==> config.mk <==
export PLATFORM = sky130hd
export DESIGN_NAME = mrlogic_arbiter
export DESIGN_NICKNAME = d
export VERILOG_FILES = /design/src/rtl/mrlogic_arbiter.sv
export SDC_FILE = /design/constraint.sdc
export NUM_CORES = 1
export LEC_CHECK = 0
export ABC_AREA = 1
export BUFFER_PORTS_ARGS = -buffer_cell sky130_fd_sc_hd__buf_2
export CAP_MARGIN = 15
export CORE_UTILIZATION = 35
export CTS_CLUSTER_DIAMETER = 60
export CTS_CLUSTER_SIZE = 8
export DETAILED_ROUTE_END_ITERATION = 6
export SETUP_SLACK_MARGIN = 0.05
export SYNTH_ARGS = -nofsm -noshare
export SYNTH_HDL_FRONTEND = slang
export SYNTH_SLANG_ARGS = --single-unit
==> constraint.sdc <==
create_clock -name CLK -period 1.5 [get_ports CLK]
set_input_delay 0.075 -clock CLK [delete_from_list [all_inputs] [get_ports CLK]]
set_output_delay 0.075 -clock CLK [all_outputs]
set_load 0.1 [all_outputs]
==> src/rtl/mrlogic_arbiter.sv <==
// Round-robin arbiter/sequencer sharing one 16-bit logic unit between two clients,
// with a per-client accumulator and a registered, backpressured response port.
module mrlogic_arbiter (
    input  logic        CLK,
    input  logic        RST_N,
    input  logic        A_VALID,
    output logic        A_READY,
    input  logic [2:0]  A_OP,
    input  logic [15:0] A_DATA,
    input  logic        A_LOAD,
    input  logic        A_WB,
    input  logic        B_VALID,
    output logic        B_READY,
    input  logic [2:0]  B_OP,
    input  logic [15:0] B_DATA,
    input  logic        B_LOAD,
    input  logic        B_WB,
    output logic        RSP_VALID,
    input  logic        RSP_READY,
    output logic        RSP_ID,
    output logic [15:0] RSP_DATA,
    output logic [15:0] LU_D_IN,
    output logic [15:0] LU_ACC,
    output logic        LU_O2,
    output logic        LU_O1,
    output logic        LU_O0,
    input  logic [15:0] LU_OUT,
    output logic        BUSY
);

    typedef enum logic [1:0] {S_IDLE, S_EXEC, S_RESP} state_t;

    state_t      r_state;
    state_t      w_next;
    logic        r_last;       // 0 = A granted last, 1 = B
    logic [2:0]  r_op;
    logic [15:0] r_data;
    logic        r_load;
    logic        r_wb;
    logic        r_id;
    logic [15:0] r_acc_a;
    logic [15:0] r_acc_b;
    logic [15:0] r_rsp_data;
    logic        r_rsp_id;

    logic        w_grant;
    logic        w_grant_id;
    logic [15:0] w_result;
    logic        w_acc_we;

    always_ff @(posedge CLK) begin
        if (!RST_N) r_state <= S_IDLE;
        else        r_state <= w_next;
    end

    always_comb begin
        w_next     = r_state;
        A_READY    = 1'b0;
        B_READY    = 1'b0;
        w_grant    = 1'b0;
        w_grant_id = 1'b0;
        LU_D_IN    = 16'h0000;
        LU_ACC     = 16'h0000;
        LU_O2      = 1'b0;
        LU_O1      = 1'b0;
        LU_O0      = 1'b0;
        case (r_state)
            S_IDLE: begin
                // A wins when alone, or on a tie when B was granted last
                if (A_VALID && (!B_VALID || r_last)) begin
                    A_READY = 1'b1;
                    w_grant = 1'b1;
                    w_next  = S_EXEC;
                end else if (B_VALID) begin
                    B_READY    = 1'b1;
                    w_grant    = 1'b1;
                    w_grant_id = 1'b1;
                    w_next     = S_EXEC;
                end
            end
            S_EXEC: begin
                LU_D_IN = r_data;
                LU_ACC  = r_id ? r_acc_b : r_acc_a;
                LU_O2   = r_op[2];
                LU_O1   = r_op[1];
                LU_O0   = r_op[0];
                w_next  = S_RESP;
            end
            S_RESP: begin
                if (RSP_READY) w_next = S_IDLE;
            end
            default: w_next = S_IDLE;
        endcase
    end

    assign w_result  = r_load ? r_data : LU_OUT;
    // test ops (OP[2]==0) never write back, even with WB set
    assign w_acc_we  = r_load || (r_wb && r_op[2]);
    assign RSP_VALID = (r_state == S_RESP);
    assign RSP_DATA  = r_rsp_data;
    assign RSP_ID    = r_rsp_id;
    assign BUSY      = (r_state != S_IDLE);

    always_ff @(posedge CLK) begin
        if (!RST_N) begin
            r_last     <= 1'b1;
            r_op       <= 3'b000;
            r_data     <= 16'h0000;
            r_load     <= 1'b0;
            r_wb       <= 1'b0;
            r_id       <= 1'b0;
            r_acc_a    <= 16'h0000;
            r_acc_b    <= 16'h0000;
            r_rsp_data <= 16'h0000;
            r_rsp_id   <= 1'b0;
        end else begin
            if (w_grant) begin
                r_op   <= w_grant_id ? B_OP   : A_OP;
                r_data <= w_grant_id ? B_DATA : A_DATA;
                r_load <= w_grant_id ? B_LOAD : A_LOAD;
                r_wb   <= w_grant_id ? B_WB   : A_WB;
                r_id   <= w_grant_id;
            end
            if (r_state == S_EXEC) begin
                r_rsp_data <= w_result;
                r_rsp_id   <= r_id;
                r_last     <= r_id;
                if (w_acc_we) begin
                    if (r_id) r_acc_b <= w_result;
                    else      r_acc_a <= w_result;
                end
            end
        end
    end

endmodule

# Word-level counts from Yosys, hierarchy flattened
# Cells that the tools add are included.
# totals
out_inout_bits,56
elab_cells,48
input_bits,63
register_bits,74
# op_classes
bitwise_logic,1
mux,22
n_eq_ne,4
reduce_logical,10
# ops
cell,n
two-way mux 16 bit,5
two-way mux 1 bit,12
two-way mux 2 bit,3
case mux 2 bit (3 select lines),1
AND reduction 3 bit,2
two-way mux 3 bit,1
!= test 3 bit (second input constant),1
equality test 2 x 1 -> 1 bit (second input constant),1
equality test 2 bit (second input constant),1
logical AND 1 bit,2
zero test 2 bit,1
logical OR 1 bit,2
!= test 2 x 1 -> 1 bit (second input constant),1
AND reduction 2 bit,1
nonzero test 2 bit,1
zero test 1 bit,1
NOT 1 bit,1

# Depth between registers and ports, before layout
# depth
depth_word,6
depth_mapped,9
depth_no_buf,7

# Worst setup path after synthesis
# Ideal clock, no wire load.
# synth_timing
kind,reg2out
start,register r_state[0]
end,output port LU_D_IN[15]
setup_slack_ns,-0.612
stages_incl_launch_ff,5
t_arrival_ns,2.037
path_cell_list,dfxtp_1 -> nand2_2 -> buf_6 -> clkbuf_1 -> nor2_1
# synth_between
elab_chain_cells,2
# synth_lines
item,line,source
"start, declared",33,state_t r_state;
"start signal, assigned",53,else r_state <= w_next;
equality test 2 x 1 -> 1 bit,67,case (r_state)
two-way mux 16 bit,67,
"end, declared",22,"output logic [15:0] LU_D_IN,"
# No other way between the ends.

# Final worst setup path
# layout_timing
start,register r_state[0]
end,output port LU_ACC[9]
# layout_between
elab_chain_cells,2
# layout_lines
item,line,source
equality test 2 x 1 -> 1 bit,67,
two-way mux 16 bit,67,
"end, declared",23,"output logic [15:0] LU_ACC,"
# No other way between the ends.

==> summary.md <==
| Metric | Value |
|---|---|
| Fillers | `about 960` |
| Worst Setup Path Type | `reg2out` |
| # rows | `36` |
| Initial Util | `between 30% and 40%` |
| Clock buffer depth | `2` |
| Placed cell count | `approximately 750` |
| Die area | `0.0104 sq mm` |
| Worst-Margin Slew | `638 ps` |
| PortBufs | `between 100 and 150` |
| Worst Path Arrival | `1540 ps` |
| WL/cell | `12.4 um` |
| CP required | `roughly 1400 ps` |
| Post-synth cell types | `21` |
| Violated checks | `setup timing` |
| Share of cells above drive strength 1 | `33.5%` |
| Final Max Slew Viols | `0` |
| Mapped Avg Cell Area | `6.81 sq um` |
| Tcrit/Tclk final | `108%` |
| Setup Skew | `a little under 6 ps` |
| Initial antenna violation count | `0` |
| Worst slew margin | `between 50% and 60%` |
| Biggest area consumer among synthesized cells | `dfxtp_1` |
| DRT Pass-1 Iters | `4` |
| Starting DRT DRC Count | `94` |
| Final Hold Viols | `0` |
| Largest net degree at the start of global routing | `just over 50` |
| Cell Area, Synth | `between 0.003 and 0.004 sq mm` |
| Antenna Nets Post-Route | `0` |
| Worst setup SP type | `flip-flop` |
| Total gr overflow | `0` |
| Final setup TNS | `-1500 ps` |
| CTS buffer count | `9` |
| Peak supply drop | `about 0.00052 V` |
| # DRC | `0` |
| Gate Count Post-Synth | `516` |
| Final Non-Filler Cells | `between 700 and 800` |
| Later-pin clock latency in the skew report | `340 ps` |
| Yosys reg bits | `74` |
| YS warnings | `0` |
| Seq/Total Area, Yosys | `between 40% and 50%` |
| CORE AREA | `roughly 0.01 sq mm` |
| Tmin final | `around 1600 ps` |
| Max-Cap Viols | `0` |
| DPL Wire Length | `around 6.8 mm` |
| DRT Wirelength | `about 9.6 mm` |
| Reg2reg setup slack | `around 40 ps` |
| Worst-path clk slew | `around 80 ps` |
| Synth area leaders | `dfxtp_1 (42%), nor2_1 (21%), o21ai_0 (6.7%), inv_1 (5.2%), nand2_1 (4.8%)` |
| Die Ht | `102 um` |
| Max FO, Critical Path | `17` |
| Global-route wire length before repair | `about 15 mm` |
| Overall power | `between 6000 and 7000 uW` |
| RSZ-0062 raised after global routing | `true` |
| Worst setup margin | `-115 ps` |
| PD cells | `1110 mW/mm^2` |
| Total track usage | `a little under a fifth` |
| Area Growth Syn to Fin | `55.2%` |
| Status | `complete, but fails checks` |
| Worst hold slack | `26.4 ps` |
| CTS root buf | `clkbuf_8` |
| CP Capture Type | `output pin` |
| # IOs | `about 120` |
| Final Wtd Congestion | `approximately 0.76` |
| Ant diodes | `0` |
| Final setup viols | `22` |
| Synth top area share | `approximately 42%` |
| Vias | `approximately 3,500` |
| Fmax achieved | `slightly above 0.6 GHz` |
| Min-Delay Path Class | `in2reg` |
| Vias per inst | `roughly 4.5` |
| Die width | `approximately 100 um` |
| Fin util | `a little under three fifths` |
| CTS tree | `built` |
| Clk sink count | `74` |
| Syn nets | `around 580` |
| H-Tree Level Count | `3` |
| Leak | `between 0.002 and 0.003 uW` |
| Nets | `704` |
| Vias in the first global route | `between 3,000 and 4,000` |
## per-layer routing
metal	up-vias	global-route usage, %	share of wire [%]
li1	1862	-	-
met1	1548	24.3	45
met2	110	31.7	47
met3	13	4.17	6.0
met4	0	6.48	1.5
met5	-	0	0
## final timing paths
check	start	endpoint	cells past startpoint
setup reg to reg	r_state[0]	r_acc_b[8]	8
hold / removal	A_OP[0]	r_op[0]	5
setup / recovery	r_state[0]	LU_ACC[9]	5
hold reg to reg	r_acc_b[7]	r_acc_b[7]	2
## placed cells by master, fill, tap and decap left out, types with 4 or more instances in the layout
cell type   synthesis  final
inv_2               4      4
inv_1              49     46
nor2_1            197    176
buf_2               8     80
o21bai_1           21     21
o21ai_0            47     45
o21ai_1             2      4
a22o_2              0      7
clkbuf_8            0     10
buf_12              0     45
nand2_1            45     45
buf_4               0     15
a21oi_2             0      4
dfxtp_1            74     72
a21oi_1            19     15
clkinvlp_4          0      5
a22o_4              0      9
nor2_4              1     21
## what timing repair did
| item | in CTS | in global routing |
|---|---|---|
| gates resized for setup | 17 | 10 |
| buffers inserted | 9 | 3 |
| gates cloned | 1 | 1 |
| hold buffers | 1 | 0 |
| hold endpoints to repair | 1 | 0 |
| setup endpoints to repair | 74 | 92 |
| pin swaps | 3 | 3 |
## critical path: stages, from the launching register on
cell	delay (ps)
dfxtp_2	380
nand2_4	110
nor2_4	140
buf_12	180
a22o_2	200
buf_12	180
## cells in the mapped netlist
| cell type | n |
|---|---|
| buf_2 | 8 |
| nor2_1 | 197 |
| a21oi_4 | 1 |
| inv_2 | 4 |
| nand2_2 | 4 |
| a21oi_1 | 19 |
| o21ai_0 | 47 |
| a22o_1 | 16 |
| o21ai_1 | 2 |
| o211ai_1 | 1 |
| clkbuf_1 | 15 |
| nand3_1 | 2 |
| nor2_4 | 1 |
| buf_1 | 1 |
| nor2_8 | 2 |
| dfxtp_1 | 74 |
| inv_1 | 49 |
| o21bai_1 | 21 |
| buf_6 | 6 |
| a211oi_1 | 1 |
| nand2_1 | 45 |
## flip-flops by register name, summed over array words and instances, names as in the netlist
name,flops
RSP_DATA,16
RSP_ID,1
r_acc_a,16
r_acc_b,16
r_data,16
r_id,1
r_last,1
r_load,1
r_op,3
r_state,2
r_wb,1
## metrics by stage
stage	area [sq um]	setup slack [ps]
floorplan	3710	-68.4
global placement	4960	11.7
detailed placement	4960	-0.125
CTS	5360	-109
global route	5450	-165
finish	5450	-115
## logic make-up after synthesis
kind of cell	share of synthesized area, %
simple gates	28.3
compound gates	19.1
buf+inv	10.4
flops	42.2
## power breakdown
part / switching [uW] / leakage [uW] / internal, uW / total, uW
combinational: 1560 / 0.00184 / 697 / 2260
sequential: 105 / 0.000607 / 2150 / 2250
clock: 733 / 0.0000941 / 799 / 1530
total: 2400 / 0.00254 / 3640 / 6050
## cell type report
class                           instances  area (sq um)  share of cell area, %
Sequential cell                        74          1480                   27.2
Timing Repair Buffer                  143          1460                   26.8
Clock inverter                          5          55.1                   1.01
Multi-Input combinational cell        360          1940                   35.5
Clock buffer                           10           138                   2.52
Tap cell                              133           166                   3.05
Inverter                               53           210                   3.86
No activity file was read; power rests on OpenSTA's default activity.
